<file path="config.mk">
export PLATFORM = sky130hd
export DESIGN_NAME = mips_multicycle_controller
export DESIGN_NICKNAME = d
export VERILOG_FILES = /design/src/rtl/mips_ctrl_pkg.sv /design/src/rtl/mips_alu_control.sv /design/src/rtl/mips_multicycle_controller.sv
export SDC_FILE = /design/constraint.sdc
export NUM_CORES = 1
export LEC_CHECK = 0
export CORE_MARGIN = 2
export CORE_UTILIZATION = 34
export CTS_CLUSTER_DIAMETER = 80
export DETAILED_ROUTE_END_ITERATION = 8
export GPL_TIMING_DRIVEN = 0
export PLACE_DENSITY = 0.81
export RECOVER_POWER = 50
export SLEW_MARGIN = 20
export SYNTH_ARGS = -nofsm -noshare
export SYNTH_HDL_FRONTEND = slang
export SYNTH_HIERARCHICAL = 1
export SYNTH_SLANG_ARGS = --single-unit
</file>
<file path="constraint.sdc">
create_clock -name clk -period 2.2 [get_ports clk]
set_clock_uncertainty 0.15 [all_clocks]
set_input_delay 0.33 -clock clk [delete_from_list [all_inputs] [get_ports clk]]
set_output_delay 0.33 -clock clk [all_outputs]
set_load 0.01 [all_outputs]
</file>
<file path="src/rtl/mips_ctrl_pkg.sv">
// mips_ctrl_pkg: opcode/funct codes, ALU codes and state encoding for the multicycle controller
package mips_ctrl_pkg;
    localparam logic [5:0] OP_RTYPE = 6'b000000;
    localparam logic [5:0] OP_J     = 6'b000010;
    localparam logic [5:0] OP_JAL   = 6'b000011;
    localparam logic [5:0] OP_BEQ   = 6'b000100;
    localparam logic [5:0] OP_ADDI  = 6'b001000;
    localparam logic [5:0] OP_SLTI  = 6'b001010;
    localparam logic [5:0] OP_LW    = 6'b100011;
    localparam logic [5:0] OP_SW    = 6'b101011;

    localparam logic [5:0] FN_ADD = 6'b100000;
    localparam logic [5:0] FN_SUB = 6'b100010;
    localparam logic [5:0] FN_AND = 6'b100100;
    localparam logic [5:0] FN_OR  = 6'b100101;
    localparam logic [5:0] FN_SLT = 6'b101010;
    localparam logic [5:0] FN_JR  = 6'b001000;

    localparam logic [2:0] ALU_AND = 3'b000;
    localparam logic [2:0] ALU_OR  = 3'b001;
    localparam logic [2:0] ALU_ADD = 3'b010;
    localparam logic [2:0] ALU_SUB = 3'b110;
    localparam logic [2:0] ALU_SLT = 3'b111;

    localparam logic [1:0] AC_ADD   = 2'b00;
    localparam logic [1:0] AC_SUB   = 2'b01;
    localparam logic [1:0] AC_FUNCT = 2'b10;
    localparam logic [1:0] AC_SLT   = 2'b11;

    typedef enum logic [3:0] {
        FETCH, DECODE, MEM_ADDR, MEM_READ, MEM_WRITE, MEM_WB,
        R_EXEC, R_WB, I_EXEC, I_WB, BRANCH, JUMP, JAL, JR, HALT
    } state_t;

    function automatic logic known_op(input logic [5:0] op);
        return op inside {OP_RTYPE, OP_J, OP_JAL, OP_BEQ, OP_ADDI, OP_SLTI, OP_LW, OP_SW};
    endfunction
endpackage

</file>
<file path="src/rtl/mips_alu_control.sv">
// mips_alu_control: maps the controller's ALU class and the R-type funct field to an ALU operation
module mips_alu_control
    import mips_ctrl_pkg::*;
(
    input  logic [1:0] aluop,
    input  logic [5:0] funct,
    output logic [2:0] alu_ctl,
    output logic       funct_valid
);
    logic [2:0] f_ctl;

    // decode funct; jr is a legal funct but uses no ALU operation of its own
    always_comb begin
        f_ctl = ALU_ADD;
        funct_valid = 1'b1;
        case (funct)
            FN_ADD: f_ctl = ALU_ADD;
            FN_SUB: f_ctl = ALU_SUB;
            FN_AND: f_ctl = ALU_AND;
            FN_OR:  f_ctl = ALU_OR;
            FN_SLT: f_ctl = ALU_SLT;
            FN_JR:  f_ctl = ALU_ADD;
            default: funct_valid = 1'b0;
        endcase
    end

    assign alu_ctl = aluop == AC_ADD ? ALU_ADD :
                     aluop == AC_SUB ? ALU_SUB :
                     aluop == AC_SLT ? ALU_SLT : f_ctl;
endmodule

</file>
<file path="src/rtl/mips_multicycle_controller.sv">
// mips_multicycle_controller: multicycle MIPS control FSM driving every datapath strobe from the IR
module mips_multicycle_controller
    import mips_ctrl_pkg::*;
#(
    parameter bit TRAP_ON_ILLEGAL = 1'b1
) (
    input  logic        clk,
    input  logic        rst,
    input  logic [31:0] Instruction,
    output logic        PCWrite,
    output logic        PCWriteCond,
    output logic        IorD,
    output logic        MemRead,
    output logic        MemWrite,
    output logic        IRWrite,
    output logic        RegDst,
    output logic        WriteRegSel,
    output logic        MemtoReg,
    output logic        WriteDataSel,
    output logic        RegWrite,
    output logic        ALUSrcA,
    output logic [1:0]  ALUSrcB,
    output logic [1:0]  PCSrc,
    output logic [2:0]  ALUoperation,
    output logic        InstrDone,
    output logic        Halted
);
    state_t state, next;
    logic [5:0] op, fn;
    logic [1:0] aluop;
    logic [2:0] alu_ctl;
    logic alu_en, funct_valid, illegal, unused_bits;

    assign op = Instruction[31:26];
    assign fn = Instruction[5:0];
    assign unused_bits = ^Instruction[25:6];
    assign illegal = !known_op(op) || (op == OP_RTYPE && !funct_valid);

    mips_alu_control u_alu_control (
        .aluop(aluop),
        .funct(fn),
        .alu_ctl(alu_ctl),
        .funct_valid(funct_valid)
    );

    // states that do not use the ALU drive operation code 000
    assign ALUoperation = alu_en ? alu_ctl : 3'b000;

    // state register; reset aborts whatever instruction is in flight
    always_ff @(posedge clk)
        state <= rst ? FETCH : next;

    // next state and Moore outputs; everything stays 0 while rst is high
    always_comb begin
        next = state;
        PCWrite = 1'b0;
        PCWriteCond = 1'b0;
        IorD = 1'b0;
        MemRead = 1'b0;
        MemWrite = 1'b0;
        IRWrite = 1'b0;
        RegDst = 1'b0;
        WriteRegSel = 1'b0;
        MemtoReg = 1'b0;
        WriteDataSel = 1'b0;
        RegWrite = 1'b0;
        ALUSrcA = 1'b0;
        ALUSrcB = 2'b00;
        PCSrc = 2'b00;
        aluop = AC_ADD;
        alu_en = 1'b0;
        InstrDone = 1'b0;
        Halted = 1'b0;
        if (!rst) begin
            case (state)
                FETCH: begin
                    MemRead = 1'b1;
                    IRWrite = 1'b1;
                    PCWrite = 1'b1;
                    ALUSrcB = 2'b01;
                    alu_en = 1'b1;
                    next = DECODE;
                end
                DECODE: begin
                    ALUSrcB = 2'b11;
                    alu_en = 1'b1;
                    case (op)
                        OP_LW, OP_SW:      next = MEM_ADDR;
                        OP_RTYPE:          next = fn == FN_JR ? JR : R_EXEC;
                        OP_BEQ:            next = BRANCH;
                        OP_J:              next = JUMP;
                        OP_JAL:            next = JAL;
                        OP_ADDI, OP_SLTI:  next = I_EXEC;
                        default:           next = FETCH;
                    endcase
                    if (illegal) begin
                        next = TRAP_ON_ILLEGAL ? HALT : FETCH;
                        InstrDone = !TRAP_ON_ILLEGAL;
                    end
                end
                MEM_ADDR: begin
                    ALUSrcA = 1'b1;
                    ALUSrcB = 2'b10;
                    alu_en = 1'b1;
                    next = op == OP_LW ? MEM_READ : MEM_WRITE;
                end
                MEM_READ: begin
                    MemRead = 1'b1;
                    IorD = 1'b1;
                    ALUSrcA = 1'b1;
                    ALUSrcB = 2'b10;
                    alu_en = 1'b1;
                    next = MEM_WB;
                end
                MEM_WRITE: begin
                    MemWrite = 1'b1;
                    IorD = 1'b1;
                    ALUSrcA = 1'b1;
                    ALUSrcB = 2'b10;
                    alu_en = 1'b1;
                    InstrDone = 1'b1;
                    next = FETCH;
                end
                MEM_WB: begin
                    MemtoReg = 1'b1;
                    RegWrite = 1'b1;
                    InstrDone = 1'b1;
                    next = FETCH;
                end
                R_EXEC: begin
                    ALUSrcA = 1'b1;
                    aluop = AC_FUNCT;
                    alu_en = 1'b1;
                    next = R_WB;
                end
                R_WB: begin
                    RegDst = 1'b1;
                    RegWrite = 1'b1;
                    InstrDone = 1'b1;
                    next = FETCH;
                end
                I_EXEC: begin
                    ALUSrcA = 1'b1;
                    ALUSrcB = 2'b10;
                    aluop = op == OP_SLTI ? AC_SLT : AC_ADD;
                    alu_en = 1'b1;
                    next = I_WB;
                end
                I_WB: begin
                    RegWrite = 1'b1;
                    InstrDone = 1'b1;
                    next = FETCH;
                end
                BRANCH: begin
                    ALUSrcA = 1'b1;
                    aluop = AC_SUB;
                    alu_en = 1'b1;
                    PCWriteCond = 1'b1;
                    PCSrc = 2'b10;
                    InstrDone = 1'b1;
                    next = FETCH;
                end
                JUMP: begin
                    PCWrite = 1'b1;
                    PCSrc = 2'b01;
                    InstrDone = 1'b1;
                    next = FETCH;
                end
                JAL: begin
                    PCWrite = 1'b1;
                    PCSrc = 2'b01;
                    WriteRegSel = 1'b1;
                    WriteDataSel = 1'b1;
                    RegWrite = 1'b1;
                    InstrDone = 1'b1;
                    next = FETCH;
                end
                JR: begin
                    PCWrite = 1'b1;
                    PCSrc = 2'b11;
                    InstrDone = 1'b1;
                    next = FETCH;
                end
                HALT: begin
                    Halted = 1'b1;
                    next = HALT;
                end
                default: next = FETCH;
            endcase
        end
    end
endmodule

</file>
==> results_tabular.tex, run 1 <==
\begin{tabular}{lr}
\hline
Metric & Value \\
\hline
\multicolumn{2}{l}{\textbf{Run status}} \\
Run status & complete, but fails checks \\
Violated checks & setup timing \\
\multicolumn{2}{l}{\textbf{Critical path}} \\
Critical register-to-register path endpoint & state[0]\$\_SDFF\_PP0\_ \\
Worst Path Max Fanout & 4 \\
Worst Path Buf+Inv & 3 \\
Startpoint of the lowest-slack register-to-register path & state[0]\$\_SDFF\_PP0\_ \\
Worst reg-to-reg path cell count & 5 \\
Kind of cell adding the most delay to the critical path & simple AND/OR/NAND/NOR gates \\
CP max stage cell & dfxtp\_2 \\
Most common cell type on the critical path & buf\_6 \\
Critical path data required time & 1.72 ns \\
R2r setup slk & 0.50 ns \\
Cell chain of the critical path & buf\_6, nand2b\_4, nor2\_2, nand4\_1, a211oi\_2, nor2b\_4, buf\_6, nand4b\_1, nand3\_1, and2\_1, buf\_2 \\
Type of origin of the critical path & flop \\
Stage delay of the slowest cell on the critical path & 0.31 ns \\
Kind of critical path & reg2out \\
Element type at the critical path end & output pin \\
Number of cells on the critical path & 11 \\
CP Data Arrival Time & 2.05 ns \\
\multicolumn{2}{l}{\textbf{Min path}} \\
Hold Path Sink & state[0]\$\_SDFF\_PP0\_ \\
Origin of the worst min-delay path & Instruction[27] \\
Path category of the worst min-delay check & in2reg \\
Cell count of the worst hold path & 3 \\
\multicolumn{2}{l}{\textbf{Synthesis}} \\
Mean Syn Cell Area & 6.984 um\^{}2 \\
Asr flop ratio synth & 0\% \\
Mux contribution to synthesized area & 0\% \\
Post-synthesis xor/xnor area fraction & 3.743\% \\
Fraction of the mapped netlist area in compound gates & 28.88\% \\
Netlist area before placement & 935.9 um\^{}2 \\
Cell count after synthesis & 134 \\
Number of warnings issued by yosys & 6 \\
Synth top area cells & dfxtp\_1, nor2\_1, nor3\_1, nand2\_1, nor3b\_1 \\
Synthesized-area fraction occupied by and/or/nand/nor cells & 49.87\% \\
Dominant combinational cell family by area after synthesis & simple AND/OR/NAND/NOR gates \\
Dominant cell type by area after synthesis & dfxtp\_1 \\
Seq/Total Area, Yosys & 8.556\% \\
Mapped Nets & 168 \\
Adder and majority cell fraction of the synthesized area & 0\% \\
Distinct cells, synth & 51 \\
Post-synthesis sequential element count & 4 \\
Area fraction of the dominant cell type after synthesis & 8.556\% \\
EDFF count, synth & 0 \\
Synth Flop Type & dfxtp\_1 \\
\multicolumn{2}{l}{\textbf{STA}} \\
Maximum operating frequency & 395.9 MHz \\
Setup slack after layout & -0.3258 ns \\
Hold Violations, Final & 0 \\
Setup repair after global routing missed its margin & true \\
Slew margin rel. & 69.45\% \\
Period Utilization, post-route & 114.8\% \\
Final Max Slew Viols & 0 \\
Post-layout min period & 2.526 ns \\
Count of final setup violators & 3 \\
Transition time at the pin with the least slew margin & 0.4572 ns \\
\multicolumn{2}{l}{\textbf{Clock tree}} \\
H-Tree Depth & 1 \\
TritonCTS clock tree & done \\
Clock slew at the register clock pins of the worst setup and hold paths & 0.03 ns \\
Bufs on Longest Clock Path & 2 \\
Buffer type at the clock tree root & clkbuf\_4 \\
CTS sink cnt & 4 \\
Clock latency on the worst-skew pair & 0.23 ns \\
Hold-fix buffer count after cts & 0 \\
CTS Buf Count & 3 \\
\multicolumn{2}{l}{\textbf{Layout}} \\
Final cell count without fillers & 211 \\
Registers with the most flip-flops & state (4) \\
Count of inserted antenna diode cells & 0 \\
Number of nets in the layout & 216 \\
Filler Cell Count & 249 \\
Register with the most flip-flops & state \\
Area occupied by multi-input gates & 859.6 um\^{}2 \\
Top library cells by usage in the layout, fill and taps aside & buf\_4, dlygate4sd2\_1, nand2\_1 \\
Register area & 86.33 um\^{}2 \\
Number of flip-flops under the largest register name & 4 \\
Most common cell after layout, fill and taps aside & buf\_4 \\
Share of post-route cells with drive strength above 1 & 36.11\% \\
Relative area change from synthesis to final layout & 59.89\% \\
\multicolumn{2}{l}{\textbf{Detailed routing}} \\
Router iterations before antenna repair & 4 \\
DRT iter0 DRCs & 35 \\
Final wirelength & 3157 um \\
Average wire per standard cell & 14.96 um \\
Number of nets with antenna violations after detailed routing & 0 \\
Vias after detailed routing & 1233 \\
Post-route DRC & 0 \\
Number of vias per cell & 5.844 \\
\multicolumn{2}{l}{\textbf{Die}} \\
Die Span Y & 56.47 um \\
Initial Util & 34.84\% \\
Core outline area & 2686 um\^{}2 \\
Boundary Pins & 55 \\
Rows & 19 \\
Die boundary width & 56.47 um \\
Area enclosed by the die boundary & 3188 um\^{}2 \\
\multicolumn{2}{l}{\textbf{Power}} \\
Leakage power & 0.0006176 uW \\
Peak supply drop & 0.0007226 V \\
Power Total & 1363 uW \\
Power density of the placed cells & 910.9 nW/um\^{}2 \\
\multicolumn{2}{l}{\textbf{Global routing}} \\
Largest net degree at the start of global routing & 11 \\
Global-route wire length before repair & 4664 um \\
Number of antenna violations at the first check in global routing & 0 \\
Vias in the first global route & 1085 \\
All-layer global routing usage & 17.79\% \\
Gr ovfl total & 0 \\
\multicolumn{2}{l}{\textbf{Place}} \\
Count of input and output buffers & 31 \\
HPWL after detailed placement & 2057 um \\
Placed Cells incl. Taps & 196 \\
RD Place Congestion & 0.9067 \\
\multicolumn{2}{l}{\textbf{Run}} \\
Max-capacitance violation count & 0 \\
\hline
\end{tabular}
==> tightest hold or removal path, stage by stage <==
cell and delay, ns:
buf_2 0.16, o2111ai_1 0.22, o22ai_1 0.08
==> synth_stat cells, types with 2 or more instances <==
master / n
dfxtp_1: 4
o21a_1: 3
nor2_1: 12
or2_2: 4
nor3_1: 8
o22ai_1: 2
a21o_1: 2
a31oi_1: 3
nor4b_1: 2
a211oi_1: 2
nand2b_1: 4
xnor2_1: 3
nor4_1: 5
nor3b_1: 5
nand3_1: 5
and2_1: 3
or4b_1: 2
nand2_1: 10
nor2b_1: 3
clkbuf_1: 3
buf_2: 7
and3b_1: 2
a21oi_1: 7
inv_1: 4
or3_1: 3
==> metal layers <==
metal	wire, um	up-vias	global-route usage (%)
li1	-	593	-
met5	0	-	0
met1	1320	588	21.93
met2	1615	46	31.73
met4	39	0	5.442
met3	182	6	2.304
==> cells by family (layout without fill, tap and decap cells) <==
| group | after synthesis | in the layout |
|---|---|---|
| AND/OR/NAND/NOR | 77 | 77 |
| AO/OA/AOI/OAI | 32 | 32 |
| buffers and inverters | 17 | 63 |
| XOR/XNOR | 4 | 4 |
| flip-flops | 4 | 4 |
==> final cells by class <==
type / instances / area share [%]
inverters: 4 / 1.003
plain buffers: 12 / 8.361
well taps: 31 / 2.592
flip-flops and latches: 4 / 5.769
multi-input cells: 113 / 57.44
repair buffers: 44 / 23.33
clock buffers: 3 / 1.505
==> what timing repair did <==
action,4_1_cts,5_1_grt
pin swaps,7,1
setup buffers,6,7
cloned,0,0
gates resized for setup,70,24
setup endpoints to repair,22,12
==> where the power goes <==
group,internal [uW],switching [uW]
clock,60.7,25.9
combinational,559,561
sequential,109,47.4
==> through the flow <==
step                area (um^2)  setup WS (ns)  setup TNS (ns)  utilization, %  hold slack [ns]
floorplan                 964.7        0.01148               0               -           0.3979
global placement           1314         -1.025          -5.444           48.91           0.5350
detailed placement         1314         -1.065          -5.865           48.91           0.5645
CTS                        1453        -0.2585         -0.5617           54.08           0.4661
global route               1496        -0.3920          -1.111           55.71           0.4975
finish                     1496        -0.3258         -0.8479           55.71           0.4668
==> worst max path at each step <==
stage | slack, ns | end | startpoint
6_report | -0.33 | ALUoperation[0] | state[2]$_SDFF_PP0_
5_1_grt | -0.39 | ALUoperation[0] | state[2]$_SDFF_PP0_
4_1_cts | -0.26 | ALUoperation[0] | state[2]$_SDFF_PP0_
3_5_place_dp | -1.07 | ALUoperation[0] | Instruction[30]
3_3_place_gp | -1.03 | ALUoperation[0] | Instruction[30]
2_1_floorplan | 0.01 | ALUoperation[0] | Instruction[28]
No activity file was read; power rests on OpenSTA's default activity.
==> run 2, diff against run 1 <==
Settings changed: PLACE_DENSITY 0.81 to 0.76.
==> run 2 against run 1 <==
Against the previous run:
- the run still ends with setup timing left
- clock-buffer cell count stayed put
- via count is 2.4% lower
- wire length is 6.6% lower
- largest cell class unchanged
==> results_tabular.tex, run 2 (synthesis results as in run 1) <==
\begin{tabular}{lr}
\hline
Metric & Value \\
\hline
\multicolumn{2}{l}{\textbf{Detailed routing}} \\
Highest Signal Layer & met4 \\
DRT iter0 DRCs & 37 \\
Average wire per standard cell & 14.32 um \\
Router iterations before antenna repair & 4 \\
Met1 routed wirelength after detailed routing & 1210 um \\
Number of nets with antenna violations after detailed routing & 0 \\
Total length of routed met2 wires & 1582 um \\
Final wirelength & 2950 um \\
Number of vias per cell & 5.845 \\
Post-route DRC & 0 \\
Vias after detailed routing & 1204 \\
Total met3 wirelength after detailed routing & 129 um \\
\multicolumn{2}{l}{\textbf{Power}} \\
Power density of the placed cells & 871.1 nW/um\^{}2 \\
Leakage power & 0.0006067 uW \\
Peak supply drop & 0.0007038 V \\
\multicolumn{2}{l}{\textbf{STA}} \\
Count of final setup violators & 4 \\
Slew margin rel. & 71.28\% \\
Hold Violations, Final & 0 \\
Final Max Slew Viols & 0 \\
Period Utilization, post-route & 113.3\% \\
Maximum operating frequency & 401.3 MHz \\
Post-layout min period & 2.492 ns \\
Setup repair after global routing missed its margin & true \\
Transition time at the pin with the least slew margin & 0.4269 ns \\
Setup slack after layout & -0.2918 ns \\
Worst Hold Margin & 0.4564 ns \\
\multicolumn{2}{l}{\textbf{Critical path}} \\
Element type at the critical path end & output pin \\
CP max stage cell & nor4\_4 \\
Startpoint of the lowest-slack register-to-register path & state[2]\$\_SDFF\_PP0\_ \\
Worst Path Max Fanout & 7 \\
Worst reg-to-reg path cell count & 5 \\
Type of origin of the critical path & input pin \\
Most common cell type on the critical path & buf\_2 \\
Stage delay of the slowest cell on the critical path & 0.33 ns \\
R2r setup slk & 0.44 ns \\
Cell chain of the critical path & buf\_2, nor4\_4, nand4\_1, a211oi\_2, nor2b\_4, buf\_4, nand4b\_1, nand3\_1, and2\_1, buf\_2 \\
Critical path data required time & 1.72 ns \\
Critical register-to-register path endpoint & state[0]\$\_SDFF\_PP0\_ \\
Kind of critical path & in2out \\
CP Data Arrival Time & 2.01 ns \\
\multicolumn{2}{l}{\textbf{Min path}} \\
Cell count of the worst hold path & 3 \\
Origin of the worst min-delay path & Instruction[27] \\
Hold Path Sink & state[0]\$\_SDFF\_PP0\_ \\
Path category of the worst min-delay check & in2reg \\
\multicolumn{2}{l}{\textbf{Run}} \\
Max-capacitance violation count & 0 \\
\multicolumn{2}{l}{\textbf{Layout}} \\
Count of inserted antenna diode cells & 0 \\
Register area & 88.84 um\^{}2 \\
Top library cells by usage in the layout, fill and taps aside & dlygate4sd2\_1, buf\_4, nand2\_1, nor2\_1, nor3\_1 \\
Most common cell after layout, fill and taps aside & dlygate4sd2\_1 \\
Number of flip-flops under the largest register name & 4 \\
Registers with the most flip-flops & state (4) \\
Number of nets in the layout & 211 \\
Filler Cell Count & 263 \\
Relative area change from synthesis to final layout & 53.88\% \\
Share of post-route cells with drive strength above 1 & 32.57\% \\
Final core utilization & 53.61\% \\
Register with the most flip-flops & state \\
Area occupied by multi-input gates & 843.3 um\^{}2 \\
\multicolumn{2}{l}{\textbf{Clock tree}} \\
Bufs on Longest Clock Path & 2 \\
CTS sink cnt & 4 \\
CTS Buf Count & 3 \\
H-Tree Depth & 1 \\
TritonCTS clock tree & done \\
Buffer type at the clock tree root & clkbuf\_4 \\
Clock latency on the worst-skew pair & 0.23 ns \\
Clock slew at the register clock pins of the worst setup and hold paths & 0.03 ns \\
\multicolumn{2}{l}{\textbf{Die}} \\
Boundary Pins & 55 \\
Initial Util & 34.84\% \\
Die Span Y & 56.47 um \\
Die boundary width & 56.47 um \\
Rows & 19 \\
Area enclosed by the die boundary & 3188 um\^{}2 \\
Core outline area & 2686 um\^{}2 \\
\multicolumn{2}{l}{\textbf{Global routing}} \\
Gr ovfl total & 0 \\
All-layer global routing usage & 17.75\% \\
Global-route wire length before repair & 4698 um \\
Largest net degree at the start of global routing & 11 \\
Number of antenna violations at the first check in global routing & 0 \\
Vias in the first global route & 1099 \\
\multicolumn{2}{l}{\textbf{Place}} \\
HPWL after detailed placement & 2033 um \\
Count of input and output buffers & 31 \\
RD Place Congestion & 0.8629 \\
Pre-CTS setup slack & -1.074 ns \\
\multicolumn{2}{l}{\textbf{Run status}} \\
Run status & complete, but fails checks \\
Violated checks & setup timing \\
\hline
\end{tabular}
-- run 2: how the worst max path moves through the flow --
stage	startpoint	to	slack [ns]	cells past startpoint
after detailed placement	Instruction[30]	ALUoperation[0]	-1.07	9
final	Instruction[30]	ALUoperation[0]	-0.29	10
after CTS	state[2]$_SDFF_PP0_	ALUoperation[0]	-0.25	11
after floorplan	Instruction[28]	ALUoperation[0]	0.01	8
after global routing	state[2]$_SDFF_PP0_	ALUoperation[0]	-0.40	11
after global placement	Instruction[30]	ALUoperation[0]	-1.03	9
-- run 2: critical path: cells and delay by family --
kind | cells | cell delay [ns]
compound gates | 1 | 0.26
buf+inv | 3 | 0.42
simple gates | 6 | 1.01
-- run 2: layer usage --
| metal | GRT usage [%] | vias to the layer above |
|---|---|---|
| met5 | 0 | - |
| met4 | 5.442 | 0 |
| met3 | 1.382 | 4 |
| met2 | 33.22 | 34 |
| met1 | 21.12 | 580 |
| li1 | - | 586 |
-- run 2: power breakdown --
part / total (uW) / internal [uW] / switching [uW]
registers: 158 / 111 / 46.9
clock network: 87.3 / 60.8 / 26.5
logic: 1010 / 489 / 520
total: 1250 / 661 / 593
-- run 2: area by class of cell --
cell class,count,area share [%]
clock buffers,3,1.564
repair buffers,39,22.07
well taps,31,2.693
flip-flops and latches,4,6.169
inverters,4,1.043
multi-input cells,113,58.56
plain buffers,12,7.906
-- run 2: metrics by stage --
step	setup TNS, ns	area (um^2)	total power, uW	cells
floorplan	0	964.7	721.1	134
global placement	-5.430	1314	1023	196
detailed placement	-6.085	1314	1037	196
CTS	-0.6450	1420	1224	204
global route	-1.140	1440	1364	206
finish	-0.6386	1440	1254	206
-- run 2: repair_timing --
item	in CTS	in global routing
hold buffers	0	0
gates cloned	0	0
pin swaps	6	3
endpoints found under the setup margin	22	14
gates resized for setup	62	26
setup buffers	6	2
==> RTL edit: new RTL, settings of run 1 <==
Register the input `Instruction` before use. The logic sees it one clock later.
--- a/src/rtl/mips_multicycle_controller.sv
+++ b/src/rtl/mips_multicycle_controller.sv
@@ -25,15 +25,22 @@
     output logic        InstrDone,
     output logic        Halted
 );
+
+    logic [31:0] Instruction_q;
+
+    always_ff @(posedge clk) begin
+        Instruction_q <= Instruction;
+    end
+
     state_t state, next;
     logic [5:0] op, fn;
     logic [1:0] aluop;
     logic [2:0] alu_ctl;
     logic alu_en, funct_valid, illegal, unused_bits;
 
-    assign op = Instruction[31:26];
-    assign fn = Instruction[5:0];
-    assign unused_bits = ^Instruction[25:6];
+    assign op = Instruction_q[31:26];
+    assign fn = Instruction_q[5:0];
+    assign unused_bits = ^Instruction_q[25:6];
     assign illegal = !known_op(op) || (op == OP_RTYPE && !funct_valid);
 
     mips_alu_control u_alu_control (
Formal check against the unedited RTL: not equivalent (a bounded check fails within 4 cycles, from zero or initial values and one cycle with rst high).
==> RTL edit against run 1 <==
  * The flow still finishes with violations (negative setup slack)
  * Sequential cell count rose by 12
  * Design area rose by 20%
  * Global-route usage fell by 0.97 points
  * Clock power rose by 71%
  * Critical path depth fell by 1
  * Power fell by 19%
  * Setup slack improved by 0.0096 ns
  * Routed wire length fell by 1.1%
  * Synthesized area rose by 18%
  * Critical path type unchanged
  * Largest cell class unchanged
==> RTL edit: results (changes against run 1) <==
| Metric | Value |
|---|---|
| Skew-Pair Late Insertion Delay | `0.28 ns (was 0.23 ns)` |
| Status | `finished with violations (unchanged)` |
| Worst setup slack after layout | `-0.316 ns (was -0.326 ns)` |
| Top flop regs | `Instruction_q: 12 flops, state: 4 flops (was state: 4 flops)` |
| Post-synth top cells | `dfxtp_1, nor2_1, clkbuf_1, nor3_1, a21oi_1 (was nor2_1, nand2_1, nor3_1)` |
| Net Count, Synth | `178 (was 168)` |
| Met3 Use GR | `0.0126 (was 0.0230)` |
| R2R cell count | `7 (was 5)` |
| Multi-input logic area | `826 sq um (was 860 sq um)` |
| Compound-Gate Fraction of Synth Area | `0.215 (was 0.289)` |
| Hold depth | `1 (was 3)` |
| Layout cell share with drive strength beyond 1 | `0.321 (was 0.361)` |
| Unique cell type count in the Yosys netlist | `49 (was 51)` |
| Final clock-cell share | `0.0126 (was 0.0151)` |
| Filler instances | `271 (was 249)` |
| Min-Delay Startpoint | `Instruction[28] (was Instruction[27])` |
| Crit Path Max Fanout | `2 (was 4)` |
| Vias in the first global route | `1,101 (was 1,085)` |
| Setup-failing EPs final | `3 (unchanged)` |
| Signal buffers | `53 (was 56)` |
| Met2 usage | `0.301 (was 0.317)` |
| Total track usage | `0.168 (was 0.178)` |
| Inverters | `6 (was 4)` |
| Routed wl met2 | `1.60 mm (was 1.62 mm)` |
| Failing checks | `negative setup slack (unchanged)` |
| First-pass GRT wire length | `4.85 mm (was 4.66 mm)` |
| CP max stage delay | `0.36 ns (was 0.31 ns)` |
| R2R setup slack | `0.24 ns (was 0.50 ns)` |
| Cell Area, Placed | `0.00151 sq mm (was 0.00131 sq mm)` |
| LEAKAGE | `0.868 nW (was 0.618 nW)` |
| Clock Sink Count | `16 (was 4)` |
| Clk slew on worst S/H paths | `0.09 ns (was 0.03 ns)` |
| Pin count of the biggest net entering global routing | `12 (was 11)` |
| CORE AREA | `0.00308 sq mm (was 0.00269 sq mm)` |
| Slowest cell on crit path | `dfxtp_4 (was dfxtp_2)` |
| Worst slew pin tran | `0.534 ns (was 0.457 ns)` |
| Synth Area in XOR/XNOR | `0.0317 (was 0.0374)` |
| Origin of the worst setup path | `Instruction_q[28]$_DFF_P_ (was state[2]$_SDFF_PP0_)` |
| DR WL met3 | `205 microns (was 182 microns)` |
| Met1 Use GR | `0.216 (was 0.219)` |
| Met1 Wirelength | `1.30 mm (was 1.32 mm)` |
[RTL edit: cell count changes in the layout (fill, tap and decap cells not counted), sizes merged, moves of 4 or more]
cell and delta:
nand2 -5, dlymetal6s2s +9, buf -11, dlygate4sd3 +12, dfxtp +12, dlygate4sd2 -8
clkdlybuf4s25 -4, o21ai +4
[RTL edit: timing repair]
action | 4_1_cts | 5_1_grt
buffers inserted | 7 | 5
gates resized for setup | 64 | 34
endpoints found under the setup margin | 21 | 18
pin swaps | 4 | 11
hold buffers | 0 | 0
[RTL edit: power breakdown]
part | leakage, nW | internal [mW] | switching, mW | total [mW]
Sequential | 0.137 | 0.324 | 0.0443 | 0.368
Clock | 0.0138 | 0.0636 | 0.0845 | 0.148
Combinational | 0.717 | 0.287 | 0.304 | 0.591
[RTL edit: through the flow]
stage	cells	setup WS, ns	utilization
finish	231	-0.316	0.583
global route	231	-0.446	0.583
CTS	228	-0.289	0.551
detailed placement	222	-0.660	0.489
global placement	222	-0.650	0.489
floorplan	144	0.0188	-
